<file path="src/rtl/frame_sequencer.sv">
// frame_sequencer: frame scheduler for the serial telemetry path.
// Emits SYNC1, SYNC2, an optional frame-count word and num_word data words,
// one parallel-load strobe every WORD_W clocks, and pulls data words from an
// upstream valid/ready source one cycle ahead of each data-word load.
// Optional feature: define FRAME_SEQ_FCNT_EN to insert the frame-count word
// between SYNC2 and the data words.
`timescale 1ns/1ps

module frame_sequencer #(
  parameter int unsigned       WORD_W = 16,
  parameter logic [WORD_W-1:0] SYNC1  = 16'hFE6B,
  parameter logic [WORD_W-1:0] SYNC2  = 16'h2840,
  parameter logic [WORD_W-1:0] FILL   = 16'hAAAA
) (
  input  logic              clock_in,
  input  logic              reset_n,
  input  logic              enable,
  input  logic [15:0]       num_word,
  input  logic [WORD_W-1:0] data_in,
  input  logic              data_valid,
  output logic              data_ready,
  output logic [WORD_W-1:0] word_out,
  output logic              load,
  output logic              signal_f1,
  output logic              signal_f2,
  output logic              signal_d,
  output logic              frame_start,
  output logic [15:0]       frame_count
);

  localparam int unsigned      CNT_W = (WORD_W > 1) ? $clog2(WORD_W) : 1;
  localparam logic [CNT_W-1:0] LAST  = CNT_W'(WORD_W - 1);
  localparam logic [CNT_W-1:0] PRE   = CNT_W'(WORD_W - 2);

  typedef enum logic [2:0] {
    S_IDLE,
    S_SYNC1,
    S_SYNC2,
`ifdef FRAME_SEQ_FCNT_EN
    S_FCNT,
`endif
    S_DATA
  } state_t;

  state_t            state;
  logic [CNT_W-1:0]  bit_cnt;
  logic [15:0]       nw_lat;
  logic [15:0]       word_idx;

  logic              boundary;
  logic              frame_end;
  logic              pre_data;
  logic              start;
  logic [WORD_W-1:0] next_data;

  // Decode word boundary, end of frame and whether the next word is a data word
  always_comb begin
    frame_end = 1'b0;
    pre_data  = 1'b0;
    case (state)
      S_SYNC2: begin
`ifdef FRAME_SEQ_FCNT_EN
        frame_end = 1'b0;
        pre_data  = 1'b0;
`else
        frame_end = (nw_lat == '0);
        pre_data  = (nw_lat != '0);
`endif
      end
`ifdef FRAME_SEQ_FCNT_EN
      S_FCNT: begin
        frame_end = (nw_lat == '0);
        pre_data  = (nw_lat != '0);
      end
`endif
      S_DATA: begin
        frame_end = (word_idx == nw_lat - 16'd1);
        pre_data  = (word_idx != nw_lat - 16'd1);
      end
      default: ;
    endcase
    boundary  = (state != S_IDLE) && (bit_cnt == LAST);
    start     = enable && ((state == S_IDLE) || (boundary && frame_end));
    // data_ready is high only in the boundary cycle before a data word
    next_data = (data_ready && data_valid) ? data_in : FILL;
  end

  // Frame state machine; all word, strobe and flag outputs are registered
  always_ff @(posedge clock_in or negedge reset_n) begin
    if (!reset_n) begin
      state       <= S_IDLE;
      bit_cnt     <= '0;
      nw_lat      <= '0;
      word_idx    <= '0;
      word_out    <= '0;
      load        <= 1'b0;
      signal_f1   <= 1'b0;
      signal_f2   <= 1'b0;
      signal_d    <= 1'b0;
      data_ready  <= 1'b0;
      frame_start <= 1'b0;
      frame_count <= '0;
    end else begin
      load        <= 1'b0;
      frame_start <= 1'b0;
      data_ready  <= 1'b0;

      if (state != S_IDLE) begin
        bit_cnt <= boundary ? '0 : bit_cnt + CNT_W'(1);
        if (bit_cnt == PRE)
          data_ready <= pre_data;
      end

      if (boundary && frame_end)
        frame_count <= frame_count + 16'd1;

      if (start) begin
        // Back-to-back frames restart here without a gap cycle
        state       <= S_SYNC1;
        nw_lat      <= num_word;
        word_out    <= SYNC1;
        load        <= 1'b1;
        frame_start <= 1'b1;
        signal_f1   <= 1'b1;
        signal_f2   <= 1'b0;
        signal_d    <= 1'b0;
      end else if (boundary) begin
        if (frame_end) begin
          state     <= S_IDLE;
          signal_f1 <= 1'b0;
          signal_f2 <= 1'b0;
          signal_d  <= 1'b0;
        end else begin
          load <= 1'b1;
          case (state)
            S_SYNC1: begin
              state     <= S_SYNC2;
              word_out  <= SYNC2;
              signal_f1 <= 1'b0;
              signal_f2 <= 1'b1;
            end
            S_SYNC2: begin
`ifdef FRAME_SEQ_FCNT_EN
              state     <= S_FCNT;
              word_out  <= WORD_W'(frame_count);
              signal_f2 <= 1'b0;
`else
              state     <= S_DATA;
              word_idx  <= '0;
              word_out  <= next_data;
              signal_f2 <= 1'b0;
              signal_d  <= 1'b1;
`endif
            end
`ifdef FRAME_SEQ_FCNT_EN
            S_FCNT: begin
              state    <= S_DATA;
              word_idx <= '0;
              word_out <= next_data;
              signal_d <= 1'b1;
            end
`endif
            S_DATA: begin
              word_idx <= word_idx + 16'd1;
              word_out <= next_data;
            end
            default: begin
              state <= S_IDLE;
              load  <= 1'b0;
            end
          endcase
        end
      end
    end
  end

endmodule
</file>
<file path="config.mk">
export PLATFORM = sky130hd
export DESIGN_NAME = frame_sequencer
export DESIGN_NICKNAME = d
export VERILOG_FILES = /design/src/rtl/frame_sequencer.sv
export SDC_FILE = /design/constraint.sdc
export NUM_CORES = 1
export LEC_CHECK = 0
export ABC_AREA = 1
export CAP_MARGIN = 10
export CORE_UTILIZATION = 40
export CTS_BUF_LIST = sky130_fd_sc_hd__clkbuf_8
export DETAILED_ROUTE_END_ITERATION = 10
export PLACE_DENSITY = 0.65
export SETUP_SLACK_MARGIN = 0.4
export SYNTH_ARGS = -nofsm -noshare
export SYNTH_HDL_FRONTEND = slang
export SYNTH_SLANG_ARGS = --single-unit
export TNS_END_PERCENT = 20
</file>
<file path="constraint.sdc">
create_clock -name clock_in -period 3.1 [get_ports clock_in]
set_input_delay 0.465 -clock clock_in [delete_from_list [all_inputs] [get_ports clock_in]]
set_output_delay 0.465 -clock clock_in [all_outputs]
set_load 0.01 [all_outputs]
</file>
Word-level counts from Yosys, hierarchy flattened
Index checks and enable logic that the tools add are counted.
{"block": "word_totals", "elab_cells": 82, "romBits": 0, "mem_count": 0, "latch_bits": 0, "ramBits": 0, "register_bits": 77}
{"block": "op_classes", "n_reduce_logical": 23, "bitwise_logic": 2, "n_mul": 0, "mux": 32, "n_shift": 0, "div_mod_pow": 0, "order_cmp": 0, "n_addsub": 4, "n_eq_ne": 9}
{"cell": "16-bit two-way mux", "n": 4}
{"cell": "16-bit one-hot mux with 2 select lines", "n": 2}
{"cell": "16-bit by 1-bit adder with 16-bit output, second input constant", "n": 2}
{"cell": "1-bit two-way mux", "n": 18}
{"cell": "16-bit equality test", "n": 1}
{"cell": "16-bit zero test", "n": 1}
{"cell": "16-bit != test", "n": 1}
{"cell": "16-bit nonzero test", "n": 1}
{"cell": "16-bit by 1-bit subtractor with 16-bit output, second input constant", "n": 1}
{"cell": "3-bit nonzero test", "n": 4}
{"cell": "3-bit two-way mux", "n": 3}
{"cell": "3-bit one-hot mux with 3 select lines", "n": 1}
{"cell": "4-bit equality test, second input constant", "n": 2}
{"cell": "2-bit AND reduction", "n": 4}
{"cell": "3-bit by 2-bit equality test with 1-bit output, second input constant", "n": 2}
{"cell": "1-bit one-hot mux with 2 select lines", "n": 3}
{"cell": "4-bit by 1-bit adder with 4-bit output, second input constant", "n": 1}
{"cell": "1-bit logical AND", "n": 4}
{"cell": "4-bit two-way mux", "n": 1}
{"cell": "4-bit AND reduction", "n": 1}
{"cell": "2-bit nonzero test", "n": 2}
{"cell": "4-bit nonzero test", "n": 1}
{"cell": "3-bit by 1-bit equality test with 1-bit output, second input constant", "n": 1}
{"cell": "3-bit zero test", "n": 1}
{"cell": "other kinds (7)", "n": 8}

Longest topological paths before layout
{"block": "depth", "depth_word": 8, "depth_mapped": 22}

Worst setup path after synthesis
Ideal clock, no wire load.
{"block": "synth_path", "path_type": "register -> register", "from": "register nw_lat[0]", "to": "register signal_f1", "stages_incl_launch_ff": 21, "setup_time_ns": 0.117, "arrival_ns": 2.113, "period_less_slack_ns": 2.230, "t_required_ns": 2.983, "path_slack_ns": 0.870, "path_cell_list": "dfrtp_1 inv_1 ha_1 nand2_2 nor2_4 nand3_1 nand2_1 nand2_1 nor2_1 nand2_1 nor2_2 nand3_2 nand2_2 nand2_4 nand2_4 nand2_4 buf_6 nand3_1 nand2_1 nand2_1 nand2_1"}
{"block": "synth_between", "elab_chain_cells": 8}
{"item": "start, declared", "line": "47", "text": "logic [15:0] nw_lat;"}
{"item": "start signal, assigned", "line": "120", "text": "nw_lat <= num_word;"}
{"item": "16-bit by 1-bit subtractor with 16-bit output", "line": "77", "text": "frame_end = (word_idx == nw_lat - 16'd1);"}
{"item": "16-bit equality test", "line": "77"}
{"item": "1-bit one-hot mux with 2 select lines *", "line": "60", "text": "case (state)"}
{"item": "1-bit logical AND", "line": "83", "text": "start = enable && ((state == S_IDLE) || (boundary && frame_end));"}
{"item": "1-bit logical OR", "line": "83"}
{"item": "1-bit logical AND", "line": "83"}
{"item": "3-bit nonzero test (no line) or 2-bit nonzero test (tied branches)"}
{"item": "2-bit AND reduction (no line)"}
{"item": "end signal, assigned", "line": "97", "text": "signal_f1 <= 1'b0;"}
{"item": "end signal, assigned", "line": "124", "text": "signal_f1 <= 1'b1;"}
{"item": "end signal, assigned", "line": "130", "text": "signal_f1 <= 1'b0;"}
{"item": "end, declared", "line": "24", "text": "output logic signal_f1,"}
Every way passes the cells marked *; elsewhere a longest branch is shown, timed or not. The select of a mux whose other input is x is not followed.
A chain may end at the register's enable or synchronous reset.

Worst setup path after layout
{"block": "layout_path", "from": "register nw_lat[0]", "to": "register frame_count[1]"}
{"block": "layout_between", "elab_chain_cells": 4}
{"item": "16-bit by 1-bit subtractor with 16-bit output", "line": "77"}
{"item": "16-bit equality test", "line": "77"}
{"item": "1-bit one-hot mux with 2 select lines *", "line": "60"}
{"item": "1-bit logical AND *", "line": "114", "text": "if (boundary && frame_end)"}
{"item": "end signal, assigned", "line": "115", "text": "frame_count <= frame_count + 16'd1;"}
{"item": "end, declared", "line": "28", "text": "output logic [15:0] frame_count"}
Every way passes the cells marked *; elsewhere a longest branch is shown, timed or not.

==> flow_summary.yaml <==
global_routing:
  use_met3_pct: 4.244
  grt.overflow.total: 0
  grt.total_usage_pct: 19.95
  gr-max-usage-layer: "met2"
  antenna_found_initial: 0
  use_met1_pct: 26.65
  grt_pass1_vias: 3971
  grt_pass1_wl_um: 18520
  grt_max_degree: 77
  use_met2_pct: 32.08
detailed_routing:
  drc: 0
  routed_wl_um: 11340
  wl_per_cell_um: 13.31
  vias_per_cell: 5.016
  postRouteAntennaNets: 0
  drtIter0Drc: 251
  firstDrtPassIters: 5
  dr_total_vias: 4274
cells_and_area:
  post_route_cells_drive_above_1_share_pct: 9.831
  instances_no_fill: 852
  layout.nets: 752
  finish.instance_area_sq_um: 5789
  utilization_pct: 52.48
  num_antenna_cells: 0
  syn_to_final_growth_pct: 25.84
synth:
  yosysWarningCount: 0
  ys_top_cells_by_count: "nand2_1, dfrtp_1, inv_1"
  synthFlopType: "dfrtp_1"
  seq_area_frac_synth_pct: 41.34
  synthDistinctLibCells: 35
  synth_cells: 619
  ys_async_sr_fraction_pct: 100.0
  avgSynthCellArea_sq_um: 7.432
  ys_ff_latch: 76
  synth_top_area_share_pct: 41.34
  synth.area.top_cells: "dfrtp_1, nand2_1, inv_1, nor2_1, xor2_1"
  synth-edff-count: 0
  yosysTopAreaCell: "dfrtp_1"
  syn_area_sq_um: 4601
  yosysMostFrequentCell: "nand2_1"
  synth_fp_nets: 664
floorplan:
  start_util_pct: 41.71
  die_h_um: 109.2
  die_w_um: 109.2
  die-area_sq_um: 11930
  rows: 38
  io_pins: 74
  core_area_sq_um: 11030
clocking:
  cts_made_buffers: 9
  cts_tree: "yes"
  cts_root_buf: "clkbuf_8"
  path_clk_slew_ns: 0.08
  htreeDepth: 3
  clkLatencyLatePin_ns: 0.36
  cts_buffer_depth: 2
  clock-sinks: 76
sta:
  maxSlewHeadroom_pct: 34.23
  clock_skew_ns: 0.008967
  rsz0062_at_grt: "true"
  tightest_slew_ns: 0.9865
  fmax_ghz: 0.3951
  drv_slew: 0
  setup_viol: 0
  finalSetupTns_ns: 0
  finalCriticalPeriod_ns: 2.531
  timing.final.crit_share_pct: 81.64
  hold_ws_ns: 0.2272
  hold_violations: 0
pwr:
  power.density_cell_area_nw_per_um2: 326.5
  leakage_nw: 2.744
  ir_drop_mv: 0.2679
worst_setup_path:
  worst_setup_path_start_kind: "register"
  crit_type: "register to register"
  r2r_setup_slack_ns: 0.57
  cp_max_fo: 10
  reg2reg_depth: 15
  rr_endpoint: "frame_count[1]"
  critPathRequiredTime_ns: 3.34
  worstPathArrival_ns: 2.77
  end_kind: "register"
  r2r-start: "nw_lat[0]"
job:
  maxCapViolCount: 0
placed_design:
  place_congestion: 0.9290
  io_buffer_count: 73
  dp_hpwl_um: 8246
  dp_cells: 826
  place_area_sq_um: 5464
run_status:
  status: "completed"
hold_path:
  hp-class: "input pin to async pin"
worst max path at each step:
stage / start / endpoint
CTS: nw_lat[0] / nw_lat[8]
finish: nw_lat[0] / frame_count[1]
global route: nw_lat[2] / word_out[13]
detailed placement: nw_lat[0] / nw_lat[6]
global placement: nw_lat[0] / word_out[6]
floorplan: nw_lat[0] / signal_f1
placed cells by master, fill, tap and decap left out, types with 2 or more instances in the layout:
cell type and n:
nand4_1 16, xor2_1 24, xnor2_1 6, o211ai_2 3, inv_2 2, nand2_2 5, nand3_1 40, o41ai_1 3
and3_1 2, o21ai_1 6, inv_1 73, nor2_1 58, clkdlybuf4s50_1 72, nand3b_1 2, nor2_2 8, nand2_1 186
nor3_1 11, buf_4 16, nor2_4 6, o21ai_0 39, dfrtp_1 75, a21oi_2 2, a31oi_1 2, nand2_4 3
a21oi_1 9, nor4_1 3, clkbuf_8 10, nand3_2 2, o211ai_1 5, ha_1 8
logic make-up after synthesis:
family,Yosys count,synth area share [%]
xor gates and xnor gates,30,5.711
AOI/OAI and AO/OA,70,8.894
adders and majority gates,9,2.448
DFF,76,41.34
and+or+nand+nor,346,33.51
buffers and inverters,88,8.104
layer usage:
metal | part of all wire, % | vias to the layer above
met5 | 0 | -
met4 | 1.8 | 0
met3 | 5.1 | 17
met2 | 46 | 107
met1 | 47 | 1995
li1 | - | 2155
sequential cells by signal (all words and copies together), names as in the netlist:
| signal | flops |
|---|---|
| bit_cnt | 4 |
| data_ready | 1 |
| frame_count | 16 |
| frame_start | 1 |
| load | 1 |
| nw_lat | 16 |
| signal_d | 1 |
| signal_f1 | 1 |
| signal_f2 | 1 |
| state | 2 |
| word_idx | 16 |
| word_out | 16 |
report_power, final:
part           total [W]  internal [W]  switching [W]
clock           0.000781      0.000394       0.000387
combinational   0.000103     0.0000615      0.0000412
sequential       0.00101       0.00100     0.00000589
total            0.00189       0.00146       0.000434
worst max-delay path: stages (launching register included):
cell     delay, ns
dfrtp_1       0.40
inv_2         0.10
ha_2          0.22
nand2_4       0.10
nor2_4        0.14
nand2_1       0.09
nand3_1       0.14
nand2_1       0.07
nor2_1        0.12
nand4_1       0.14
nor2_2        0.22
nand2_1       0.08
nand2_1       0.13
nand2_1       0.19
inv_2         0.18
o21ai_0       0.10
final cells by class:
class | count | area (sq um)
sequential | 76 | 1903
timing repair buffer | 89 | 852.1
clock buffer | 10 | 137.6
clock inverter | 6 | 63.81
tap | 140 | 175.2
inverter | 76 | 295.3
multi-input combinational | 455 | 2362
fill | 1098 | 5241
what timing repair did:
item / CTS / global route
endpoints found under the setup margin: 20 / 58
pin swaps: 0 / 3
hold buffers: 0 / 0
buffers inserted: 0 / 10
gates resized for setup: 0 / 14
per-stage QoR:
step                      setup WS, ns  total power, W
after detailed placement        0.3857        0.001131
after CTS                       0.3603        0.001922
after global routing            0.3641        0.001986
after floorplan                 0.8696        0.001042
final                           0.5691        0.001890
after global placement          0.4321        0.001131
Power figures use the tool's default switching activity.
